<file path="src/rtl/mtx_byte_unpacker.sv">
// Turns the host byte stream into matrix cells for mtx_decoder: SYNC byte, then
// eight 3-byte cell groups; aborts on a bad header or an inter-byte gap timeout.
module mtx_byte_unpacker #(
  parameter logic [7:0] SYNC    = 8'hA5,
  parameter int         TIMEOUT = 100000
) (
  input  logic        clk,
  input  logic        reset,
  input  logic [7:0]  rx_data,
  input  logic        rx_valid,
  output logic [18:0] matrix_cell,
  output logic        imag,
  output logic        row,
  output logic        col,
  output logic        ready,
  output logic        new_mtx,
  output logic        busy,
  output logic        err
);

  localparam int             GW       = $clog2(TIMEOUT);
  localparam logic [GW-1:0]  GAP_LAST = GW'(TIMEOUT - 1);

  typedef enum logic [1:0] {IDLE, HDR, B1, B2} state_t;

  state_t         state;
  logic [2:0]     count;
  logic [GW-1:0]  gap;
  logic [2:0]     stg_idx;
  logic [2:0]     stg_hi;
  logic [7:0]     stg_mid;

  assign busy = (state != IDLE);

  always_ff @(posedge clk) begin
    if (reset) begin
      state       <= IDLE;
      count       <= '0;
      gap         <= '0;
      stg_idx     <= '0;
      stg_hi      <= '0;
      stg_mid     <= '0;
      matrix_cell <= '0;
      imag        <= 1'b0;
      row         <= 1'b0;
      col         <= 1'b0;
      ready       <= 1'b0;
      new_mtx     <= 1'b0;
      err         <= 1'b0;
    end else begin
      ready   <= 1'b0;
      new_mtx <= 1'b0;
      err     <= 1'b0;
      if (state == IDLE) begin
        gap <= '0;
        if (rx_valid && rx_data == SYNC) begin
          new_mtx <= 1'b1;
          count   <= '0;
          state   <= HDR;
        end
      end else if (rx_valid) begin
        // A byte landing on the last gap cycle is still accepted.
        gap <= '0;
        case (state)
          HDR: begin
            if (rx_data[4:3] != 2'b00) begin
              err   <= 1'b1;
              state <= IDLE;
            end else begin
              stg_idx <= rx_data[7:5];
              stg_hi  <= rx_data[2:0];
              state   <= B1;
            end
          end
          B1: begin
            stg_mid <= rx_data;
            state   <= B2;
          end
          B2: begin
            // Whole cell is published at once from the staging registers.
            matrix_cell        <= {stg_hi, stg_mid, rx_data};
            {imag, row, col}   <= stg_idx;
            ready              <= 1'b1;
            count              <= count + 3'd1;
            state              <= (count == 3'd7) ? IDLE : HDR;
          end
          default: state <= IDLE;
        endcase
      end else if (gap == GAP_LAST) begin
        err   <= 1'b1;
        gap   <= '0;
        state <= IDLE;
      end else begin
        gap <= gap + 1'b1;
      end
    end
  end

endmodule

</file>
<file path="config.mk">
export PLATFORM = sky130hd
export DESIGN_NAME = mtx_byte_unpacker
export DESIGN_NICKNAME = d
export VERILOG_FILES = /design/src/rtl/mtx_byte_unpacker.sv
export SDC_FILE = /design/constraint.sdc
export NUM_CORES = 1
export LEC_CHECK = 0
export CORE_UTILIZATION = 55
export DETAILED_ROUTE_END_ITERATION = 10
export GPL_ROUTABILITY_DRIVEN = 1
export HOLD_SLACK_MARGIN = 0.03
export PLACE_DENSITY = 0.81
export SLEW_MARGIN = 30
export SYNTH_ARGS = -nofsm -noshare
export SYNTH_HDL_FRONTEND = slang
export SYNTH_SLANG_ARGS = --single-unit
</file>
<file path="constraint.sdc">
create_clock -name clk -period 4.55 [get_ports clk]
set_input_delay 0.6825 -clock clk [delete_from_list [all_inputs] [get_ports clk]]
set_output_delay 0.6825 -clock clk [all_outputs]
set_load 0.1 [all_outputs]
</file>
=== Yosys cells after proc, flatten, opt, wreduce, memory -nomap -nowiden ===
Index checks and enable logic that the tools add are counted.

* Word-level logic and storage cells: 58
* Input port bits: 11
* Bits in registers: 61

* Add/subtract/negate cells: 2
* Bitwise operators: 3
* Eq/ne operators: 7
* Reductions and logical operators: 16
* Muxes and demuxes: 17

{| class="wikitable"
|+ Operators by type and width
! kind !! count
|-
| $add A17 B1 Y17 const B || 1
|-
| $eq A17 B17 Y1 const B || 1
|-
| $mux W3 || 4
|-
| $mux W2 || 5
|-
| $reduce_and A3 Y1 || 3
|-
| $eq A8 B8 Y1 const B || 1
|-
| $reduce_bool A2 Y1 || 4
|-
| $mux W1 || 7
|-
| $pmux W2 S3 || 1
|-
| $eq A2 B2 Y1 const B || 2
|-
| $reduce_and A4 Y1 || 1
|-
| $reduce_or A2 Y1 || 2
|-
| $reduce_or A4 Y1 || 1
|-
| $add A3 B1 Y3 const B || 1
|-
| $eq A3 B3 Y1 const B || 1
|-
| $not A1 Y1 || 3
|-
| $reduce_bool A3 Y1 || 1
|-
| $reduce_or A3 Y1 || 1
|-
| $eq A2 B1 Y1 const B || 1
|-
| $logic_not A2 Y1 || 1
|-
| $ne A2 B1 Y1 const B || 1
|-
| $reduce_and A2 Y1 || 1
|-
| $logic_and A1 B1 Y1 || 1
|}

=== Logic depth before layout (Yosys ltp) ===
Gate-level depths: netlist of run 1.

* Word-level depth: 5
* Mapped depth: 7
* Depth with buffers taken out: 6

=== Worst setup path after synthesis of run 1 ===
No wires, ideal clock.

* Path kind: register to output
* Start: register state[0]
* End: output busy
* Slack: 2.515 ns
* Stages on the path, launching flop included: 4
* Arrival time: 1.352 ns
* Data required time: 3.868 ns
* Cell sequence: dfxtp_1 inv_1 ha_1 inv_1

* Cells in the longest elaborated chain, start to end: 1

{| class="wikitable"
|+ Ends and longest elaborated chain
! item !! RTL line !! text
|-
| start: declaration || 26 || <nowiki>state_t state;</nowiki>
|-
| start signal: assignment || 85 || <nowiki>state <= (count == 3'd7) ? IDLE : HDR;</nowiki>
|-
| $reduce_bool A2 Y1 || 33 || <nowiki>assign busy = (state != IDLE);</nowiki>
|-
| end: declaration || 17 || <nowiki>output logic busy,</nowiki>
|}

No other way between the ends.

=== Worst setup path after layout of run 1 ===
Ends and elaborated chain as after synthesis.

==> results of run 1 <==
per-layer routing:
layer / GRT usage (%) / up-vias / share of wire, %
met5: 0 / - / 0
met4: 14.44 / 0 / 2.7
met3: 7.648 / 13 / 6.2
met2: 34.19 / 53 / 44
met1: 30.15 / 963 / 47
li1: - / 1038 / -
power groups by stage:
stage / registers (uW) / clock network, uW / logic, uW
2_1_floorplan: 546 / 0 / 9.63
3_3_place_gp: 546 / 0 / 24.5
3_5_place_dp: 546 / 0 / 24.8
4_1_cts: 534 / 476 / 25.0
5_1_grt: 534 / 498 / 27.3
6_report: 534 / 467 / 25.4
worst min-delay path, stage by stage (launching register included):
cell and delay [ns]:
dfxtp_1 0.31, nand2_1 0.05, a21oi_1 0.05
layout make-up:
class	instances	area, sq um	area share, %
Multi-Input combinational cell	205	1224	39.37
Sequential cell	61	1221	39.29
Timing Repair Buffer	37	367.9	11.84
Clock buffer	15	196.4	6.320
Tap cell	52	65.06	2.093
Inverter	9	33.78	1.087
state kept, by name, summed over array words and instances, names as in the netlist:
register,cells
ready,1
matrix_cell,19
gap,17
new_mtx,1
row,1
err,1
imag,1
stg_hi,3
count,3
stg_idx,3
stg_mid,8
state,2
col,1
worst paths after layout:
| check | depth (start not counted) | end | start |
|---|---|---|---|
| worst max-delay path | 4 | busy | state[0]$_SDFFE_PP0P_ |
| worst min-delay path | 2 | matrix_cell[8]$_SDFFE_PP0P_ | matrix_cell[8]$_SDFFE_PP0P_ |
| worst max register to register | 6 | row$_SDFFE_PP0P_ | state[0]$_SDFFE_PP0P_ |
| worst min register to register | 2 | matrix_cell[8]$_SDFFE_PP0P_ | matrix_cell[8]$_SDFFE_PP0P_ |
layout by cell type, fill, tap and decap left out, types with 8 or more instances in the layout:
master and count:
nand3_1 11, nand2_1 63, nor3_1 8, xnor2_1 11, clkdlybuf4s50_1 36, nor2_1 24, inv_1 9, clkbuf_8 14
dfxtp_1 61, a21oi_1 30
metrics by stage:
stage | area [sq um] | hold slack (ns) | instances | util [%]
floorplan | 2537 | 0.4287 | 287 | -
global placement | 2912 | 0.4390 | 364 | 66.41
detailed placement | 2912 | 0.4461 | 364 | 66.41
CTS | 3108 | 0.4583 | 379 | 70.89
global route | 3108 | 0.4798 | 379 | 70.89
finish | 3108 | 0.4550 | 379 | 70.89
cell families (layout without fill, tap and decap cells):
group | count (synthesis) | after routing | synth area share, %
compound gates | 39 | 39 | 8.383
xor+xnor | 15 | 15 | 5.177
fa+ha+maj | 7 | 7 | 3.452
buf+inv | 21 | 61 | 3.649
flops | 61 | 61 | 48.13
mux | 7 | 7 | 2.761
simple gates | 137 | 137 | 28.45
==> results.cfg, run 1 <==
[status]
outcome = completed

[clock_tree]
cts.sinks = 61
cts_setup_buffers = 0
hold_buffers = 0
clk_pin_slew_ns = 0.06
cts_tree = yes
htree_levels = 3
clock-root-buffer = clkbuf_8
ctsResizeCount = 0
cts_buffers = 9
clkLatencyLatePin_ns = 0.34
cts.path.max_buffers = 2

[logic_synthesis]
yosysMostFrequentCell = nand2_1
synthCells = 287
synth-edff-count = 0
ys.flop_type = dfxtp_1
synthesis.nets = 305
synth_area_leader_cell = dfxtp_1
synth.avg_cell_area_sq_um = 8.841
synth_commonest_cells = nand2_1, dfxtp_1, a21oi_1, nor2_1
ys_seq_area_share_pct = 48.13
synth_area_leaders = dfxtp_1, nand2_1, a21oi_1, xnor2_1, nor2_1
netlist_area_sq_um = 2537
ys_types = 43
synthArstFlopShare_pct = 0
synth-seq-cells = 61
synth_warnings = 0
synth_top_area_share_pct = 48.13

[sta]
rsz0062_at_grt = no
tns_ns = 0
hold_viol = 0
fin_crit_ns = 3.158
final_max_slew_viol_count = 0
tightest_slew_ns = 0.9772
fin_crit_sh_pct = 69.41
relSlewSlack_pct = 34.65
skew_ns = 0.005193
setup_ws_ns = 1.392
max_freq_mhz = 316.6
setup_violations = 0

[worst_setup_path]
crit_family = buffers and inverters
cp-start-kind = flip-flop
crit_slowest_cell = clkdlybuf4s50_1
required_ns = 3.87
critPathCaptureType = output pin
arrival_ns = 2.48
crit_buf_inv = 3
path_max_fanout = 7
crit_top_cell = inv_1
path_cells = inv_1, ha_1, inv_1, clkdlybuf4s50_1
crit_type = flip-flop to output pin
rrSetupSlack_ns = 2.19
max_stage_delay_ns = 1.15

[placement]
dp_slack_ns = 1.797
place.gp.congestion = 0.8020
dpl.hpwl_microns = 3463
port_buffers = 36

[floorplanning]
dieArea_sq_um = 4889
coreArea_sq_um = 4384
die_h_microns = 69.92
rows = 24
die_w_microns = 69.92
ios = 37
initial_core_util_pct = 57.88

[power]
switchingPower_uw = 212.8
internal_power_uw = 814.2
netSwitchingFraction_pct = 20.72
total_power_uw = 1027
power_frac_seq_pct = 52.0
p_per_area_nw_per_um2 = 330.4
leakagePower_uw = 0.001098
combPwrFrac_pct = 2.5
ir_worst_vdd_v = 0.0002221
p_clk_share_pct = 45.5

[min_path]
hold_path.class = flip-flop to flip-flop

[route]
vias_per_cell = 5.454
wirelength_microns = 5320
drc = 0
drt_iter0_markers = 113
vias = 2067
ant_nets = 0
post_drt_wl_per_cell_microns = 14.04
dr.pass1.iters = 4

[cells_and_area]
area_delta_synth_final_pct = 22.49
drive_above_1_share_pct = 9.480
nFillCells = 340
diodes = 0
final_net_count = 341

[global_route]
grt-ovfl-total = 0
grt_max_degree = 44
grt_usage_pct = 23.50
antenna_found_initial = 0
grt_pass1_wl_microns = 8790
grt_pass1_vias = 1900

[job]
maxCapViolations = 0
No activity file was read; power rests on OpenSTA's default activity.
==> run 2, diff against run 1 <==
Settings changed: CORE_UTILIZATION 55 to 53, PLACE_DENSITY 0.81 to 0.78.
Clock period 4.55 ns to 3.18 ns, I/O delays scaled along.
==> run 2 against run 1 <==
The flow now finishes with violations (design-rule violations); cell count increased by 0.26%; critical path depth shrank 3; clock-buffer cell count is 1 lower; sequential power grew 43%; final area is essentially flat; hold slack got worse by 0.0016 ns; utilization shrank 1.5 points; die area up 3.7%; wire length decreased by 4.6%; critical endpoint is now matrix_cell[5]; largest power group unchanged.
==> results.cfg, run 2 (synthesized netlist as in run 1, its figures left out) <==
[floorplanning]
die_w_microns = 71.19
coreArea_sq_um = 4474
die_h_microns = 71.19
ios = 37
rows = 24
initial_core_util_pct = 56.71
dieArea_sq_um = 5068

[cells_and_area]
largest_reg_flops = 19
drive_above_1_share_pct = 9.756
final_cell_mix = nand2_1, dfxtp_1, clkdlybuf4s50_1
final_net_count = 342
fin_util_pct = 69.44
area_delta_synth_final_pct = 22.44
diodes = 0
reg_top3 = matrix_cell x19, gap x17, stg_mid x8
mostFrequentLayoutCell = nand2_1
final_area_sq_um = 3107
largest-register = matrix_cell

[route]
ant_nets = 0
wirelength_microns = 5075
post_drt_wl_per_cell_microns = 13.36
dr.pass1.iters = 7
drc = 2
vias = 2051
drt_iter0_markers = 113
vias_per_cell = 5.397

[worst_setup_path]
required_ns = 2.70
setup.worst_path.start = matrix_cell[5]$_SDFFE_PP0P_
r2r-end = matrix_cell[5]$_SDFFE_PP0P_
max_stage_delay_ns = 1.15
arrival_ns = 1.83
crit_family = buffers and inverters
rr_worst_depth = 6
path_cells = clkdlybuf4s50_1
rrSetupSlack_ns = 0.98
crit_cells = 1
critPathCaptureType = output pin
crit_buf_inv = 1
crit_type = flip-flop to output pin
path_max_fanout = 2
cp-start-kind = flip-flop
r2r-start = state[0]$_SDFFE_PP0P_
crit_slowest_cell = clkdlybuf4s50_1
crit_path_end = matrix_cell[5]

[sta]
skew_ns = 0.007120
max_freq_mhz = 433.1
hold_viol = 0
fin_crit_sh_pct = 72.60
final_max_slew_viol_count = 0
setup_ws_ns = 0.8712
tightest_slew_ns = 0.9867
rsz0062_at_grt = no
fin_crit_ns = 2.309
relSlewSlack_pct = 34.01
tns_ns = 0
setup_violations = 0

[clock_tree]
htree_levels = 3
ctsResizeCount = 0
clkLatencyLatePin_ns = 0.34
clk_pin_slew_ns = 0.06
cts_tree = yes
cts_setup_buffers = 0
cts.sinks = 61
hold_buffers = 0
clock-root-buffer = clkbuf_8
cts_buffers = 9
cts.path.max_buffers = 2

[status]
outcome = finished with violations
violations = design-rule violations

[placement]
dp_slack_ns = 0.7785
dpl.hpwl_microns = 3418
port_buffers = 36
place.gp.congestion = 0.8226
place_area_sq_um = 2914

[global_route]
grt-ovfl-total = 0
grt_pass1_wl_microns = 8597
grt_max_degree = 30
grt_pass1_vias = 1830
grt_usage_pct = 22.28
antenna_found_initial = 0

[power]
power_frac_seq_pct = 51.6
netSwitchingFraction_pct = 20.33
leakagePower_uw = 0.001102
internal_power_uw = 1181
combPwrFrac_pct = 2.5
p_per_area_nw_per_um2 = 477.1
ir_worst_vdd_v = 0.0004535
p_clk_share_pct = 46.0
switchingPower_uw = 301.3

[min_path]
min_from = matrix_cell[12]$_SDFFE_PP0P_
hold_path.class = flip-flop to flip-flop

[job]
maxCapViolations = 0
[run 2: worst min-delay path: cells and delay by family, from the launching register on]
kind / cells / cell delay [ns]
AO/OA/AOI/OAI: 1 / 0.05
flip-flops: 1 / 0.31
AND/OR/NAND/NOR: 1 / 0.05
[run 2: worst min-delay path by stage]
| stage | slack, ns | depth (start not counted) | to |
|---|---|---|---|
| after floorplan | 0.43 | 1 | gap[0]$_SDFF_PP0_ |
| after global placement | 0.44 | 2 | stg_mid[2]$_SDFFE_PP0P_ |
| after detailed placement | 0.45 | 2 | matrix_cell[10]$_SDFFE_PP0P_ |
| after CTS | 0.45 | 2 | matrix_cell[10]$_SDFFE_PP0P_ |
| after global routing | 0.47 | 2 | stg_mid[4]$_SDFFE_PP0P_ |
| final | 0.45 | 2 | matrix_cell[12]$_SDFFE_PP0P_ |
[run 2: layout make-up]
cell class | instances | area (sq um)
well taps | 52 | 65.06
multi-input cells | 205 | 1224
clock buffers | 14 | 162.7
fillers | 352 | 1368
flip-flops and latches | 61 | 1221
inverters | 9 | 33.78
clock inverters | 1 | 30.03
repair buffers | 38 | 370.4
[run 2: per-stage QoR]
| step | total power, uW | cells | hold WS [ns] |
|---|---|---|---|
| 2_1_floorplan | 795.2 | 287 | 0.4287 |
| 3_3_place_gp | 817.1 | 365 | 0.4427 |
| 3_5_place_dp | 817.1 | 365 | 0.4452 |
| 4_1_cts | 1488 | 380 | 0.4535 |
| 5_1_grt | 1530 | 380 | 0.4711 |
| 6_report | 1482 | 380 | 0.4534 |
[run 2: power groups by stage]
stage | combinational, uW | sequential [uW] | clock, uW
2_1_floorplan | 13.8 | 781 | 0
3_3_place_gp | 35.7 | 781 | 0
3_5_place_dp | 35.8 | 781 | 0
4_1_cts | 36.0 | 764 | 688
5_1_grt | 38.9 | 764 | 727
6_report | 36.3 | 764 | 681
[run 2: routing by layer]
metal / GRT usage [%] / wire [microns]
met1: 30.53 / 2538
met2: 32.06 / 2244
met3: 8.405 / 196
met4: 8.000 / 95
met5: 0 / 0
==> run 3, diff against run 2 <==
Clock period 3.18 ns to 2.2 ns, I/O delays scaled along.
==> run 3 against run 2 <==
The run still ends with design-rule violations left; first-iteration DRC count increased by 26%; utilization decreased by 0.89 points; total power is 37% higher; die area stayed put; combinational power up 48%; register-to-register slack got worse by 0.67 ns; sequential power rose by 44%; via count shrank 1.6%; critical path type is now flip-flop to flip-flop; largest cell class unchanged; highest routed layer unchanged.
==> results.cfg, run 3 (synthesized netlist as in run 1, its figures left out) <==
[status]
outcome = finished with violations
violations = design-rule violations

[power]
ir_worst_vdd_v = 0.0004170
total_power_uw = 2023
leakagePower_uw = 0.001163
p_per_area_nw_per_um2 = 659.8

[cells_and_area]
final_net_count = 345
reg_top3 = matrix_cell x19, gap x17, stg_mid x8
largest_reg_flops = 19
drive_above_1_share_pct = 18.18
mostFrequentLayoutCell = nand2_1
largest-register = matrix_cell
stdcell_count = 382
final_cell_mix = nand2_1, dfxtp_1, a21oi_1
area_delta_synth_final_pct = 20.86
diodes = 0

[sta]
tns_ns = 0
final_max_slew_viol_count = 0
relSlewSlack_pct = 70.52
fin_crit_ns = 1.888
max_freq_mhz = 529.6
skew_ns = 0.009638
rsz0062_at_grt = no
tightest_slew_ns = 0.4362
hold_viol = 0
fin_crit_sh_pct = 85.82
setup_violations = 0

[clock_tree]
cts.sinks = 61
clock-root-buffer = clkbuf_8
htree_levels = 3
hold_buffers = 0
cts.path.max_buffers = 2
cts_buffers = 9
cts_setup_buffers = 0
cts_tree = yes
ctsResizeCount = 0
clk_pin_slew_ns = 0.07
clkLatencyLatePin_ns = 0.34

[floorplanning]
initial_core_util_pct = 56.71
coreArea_sq_um = 4474
ios = 37
rows = 24
die_h_microns = 71.19
die_w_microns = 71.19
dieArea_sq_um = 5068

[worst_setup_path]
crit_slowest_cell = dfxtp_1
path_max_fanout = 23
path_cells = inv_1, ha_1, and2b_1, buf_4, nand2_1, buf_4, nand2_1, a21oi_1
cp-start-kind = flip-flop
max_stage_delay_ns = 0.44
critPathCaptureType = flip-flop
required_ns = 2.40
rrSetupSlack_ns = 0.31
r2r-start = state[0]$_SDFFE_PP0P_
arrival_ns = 2.08
r2r-end = imag$_SDFFE_PP0P_
crit_type = flip-flop to flip-flop
rr_worst_depth = 8

[global_route]
grt-ovfl-total = 0
grt_usage_pct = 22.93
grt_max_degree = 41
antenna_found_initial = 0
grt_pass1_wl_microns = 8838
grt_pass1_vias = 1935

[min_path]
worstHoldPathCells = 2
holdPathEnd = matrix_cell[8]$_SDFFE_PP0P_
hold_path.class = flip-flop to flip-flop
min_from = stg_mid[0]$_SDFFE_PP0P_

[route]
ant_nets = 0
drc = 2
post_drt_wl_per_cell_microns = 13.72
drt_iter0_markers = 142
dr.pass1.iters = 8
wirelength_microns = 5240
vias = 2019
vias_per_cell = 5.285

[job]
maxCapViolations = 0

[placement]
place_inst = 368
place.gp.congestion = 0.8225
port_buffers = 36
dpl.hpwl_microns = 3495
run 3: cell types whose count changed in the layout (fill, tap and decap cells not counted):
cell,before,now
bufinv_16,1,0
clkinv_2,0,2
clkdlybuf4s50_1,34,10
buf_12,0,2
buf_4,4,29
clkbuf_1,3,1
run 3: how the worst max path moves through the flow:
stage / from / end / depth (start not counted)
2_1_floorplan: state[0]$_SDFFE_PP0P_ / count[1]$_SDFFE_PP0P_ / 6
3_3_place_gp: rx_data[7] / state[1]$_SDFFE_PP0P_ / 5
3_5_place_dp: rx_valid / imag$_SDFFE_PP0P_ / 7
4_1_cts: state[0]$_SDFFE_PP0P_ / imag$_SDFFE_PP0P_ / 8
5_1_grt: state[0]$_SDFFE_PP0P_ / matrix_cell[1]$_SDFFE_PP0P_ / 8
6_report: state[0]$_SDFFE_PP0P_ / imag$_SDFFE_PP0P_ / 8
run 3: metal layers:
metal / wire (microns) / track usage [%] / vias to the layer above
met5: 0 / 0 / -
met3: 211 / 7.835 / 9
met1: 2606 / 29.89 / 929
met4: 89 / 11.11 / 0
met2: 2332 / 33.97 / 36
li1: - / - / 1045
run 3: area by class of cell:
| cell class | instances | area (sq um) |
|---|---|---|
| Inverter | 9 | 33.78 |
| Clock inverter | 2 | 10.01 |
| Multi-Input combinational cell | 205 | 1224 |
| Timing Repair Buffer | 41 | 357.8 |
| Tap cell | 52 | 65.06 |
| Clock buffer | 12 | 155.1 |
| Fill cell | 357 | 1408 |
| Sequential cell | 61 | 1221 |
run 3: worst max-delay path: cells and delay by family, from the launching register on:
family	cells	cell delay [ns]
fa+ha+maj	1	0.27
flops	1	0.44
simple gates	3	0.47
buf+inv	3	0.49
compound gates	1	0.06
run 3: metrics by stage:
step                util (%)  hold WS [ns]  setup slack (ns)  instance area (sq um)
floorplan                  -        0.4287            0.3245                   2537
global placement       64.85        0.4402            0.3080                   2902
detailed placement     64.85        0.4420            0.2782                   2902
CTS                    68.54        0.4514            0.3144                   3067
global route           68.54        0.4704            0.1481                   3067
finish                 68.54        0.4546            0.3120                   3067
run 3: where the power goes:
| part | switching (uW) | internal [uW] | leakage (uW) |
|---|---|---|---|
| logic | 30.4 | 23.2 | 0.000584 |
| clock network | 411 | 454 | 0.0000881 |
| registers | 0.277 | 1100 | 0.000491 |
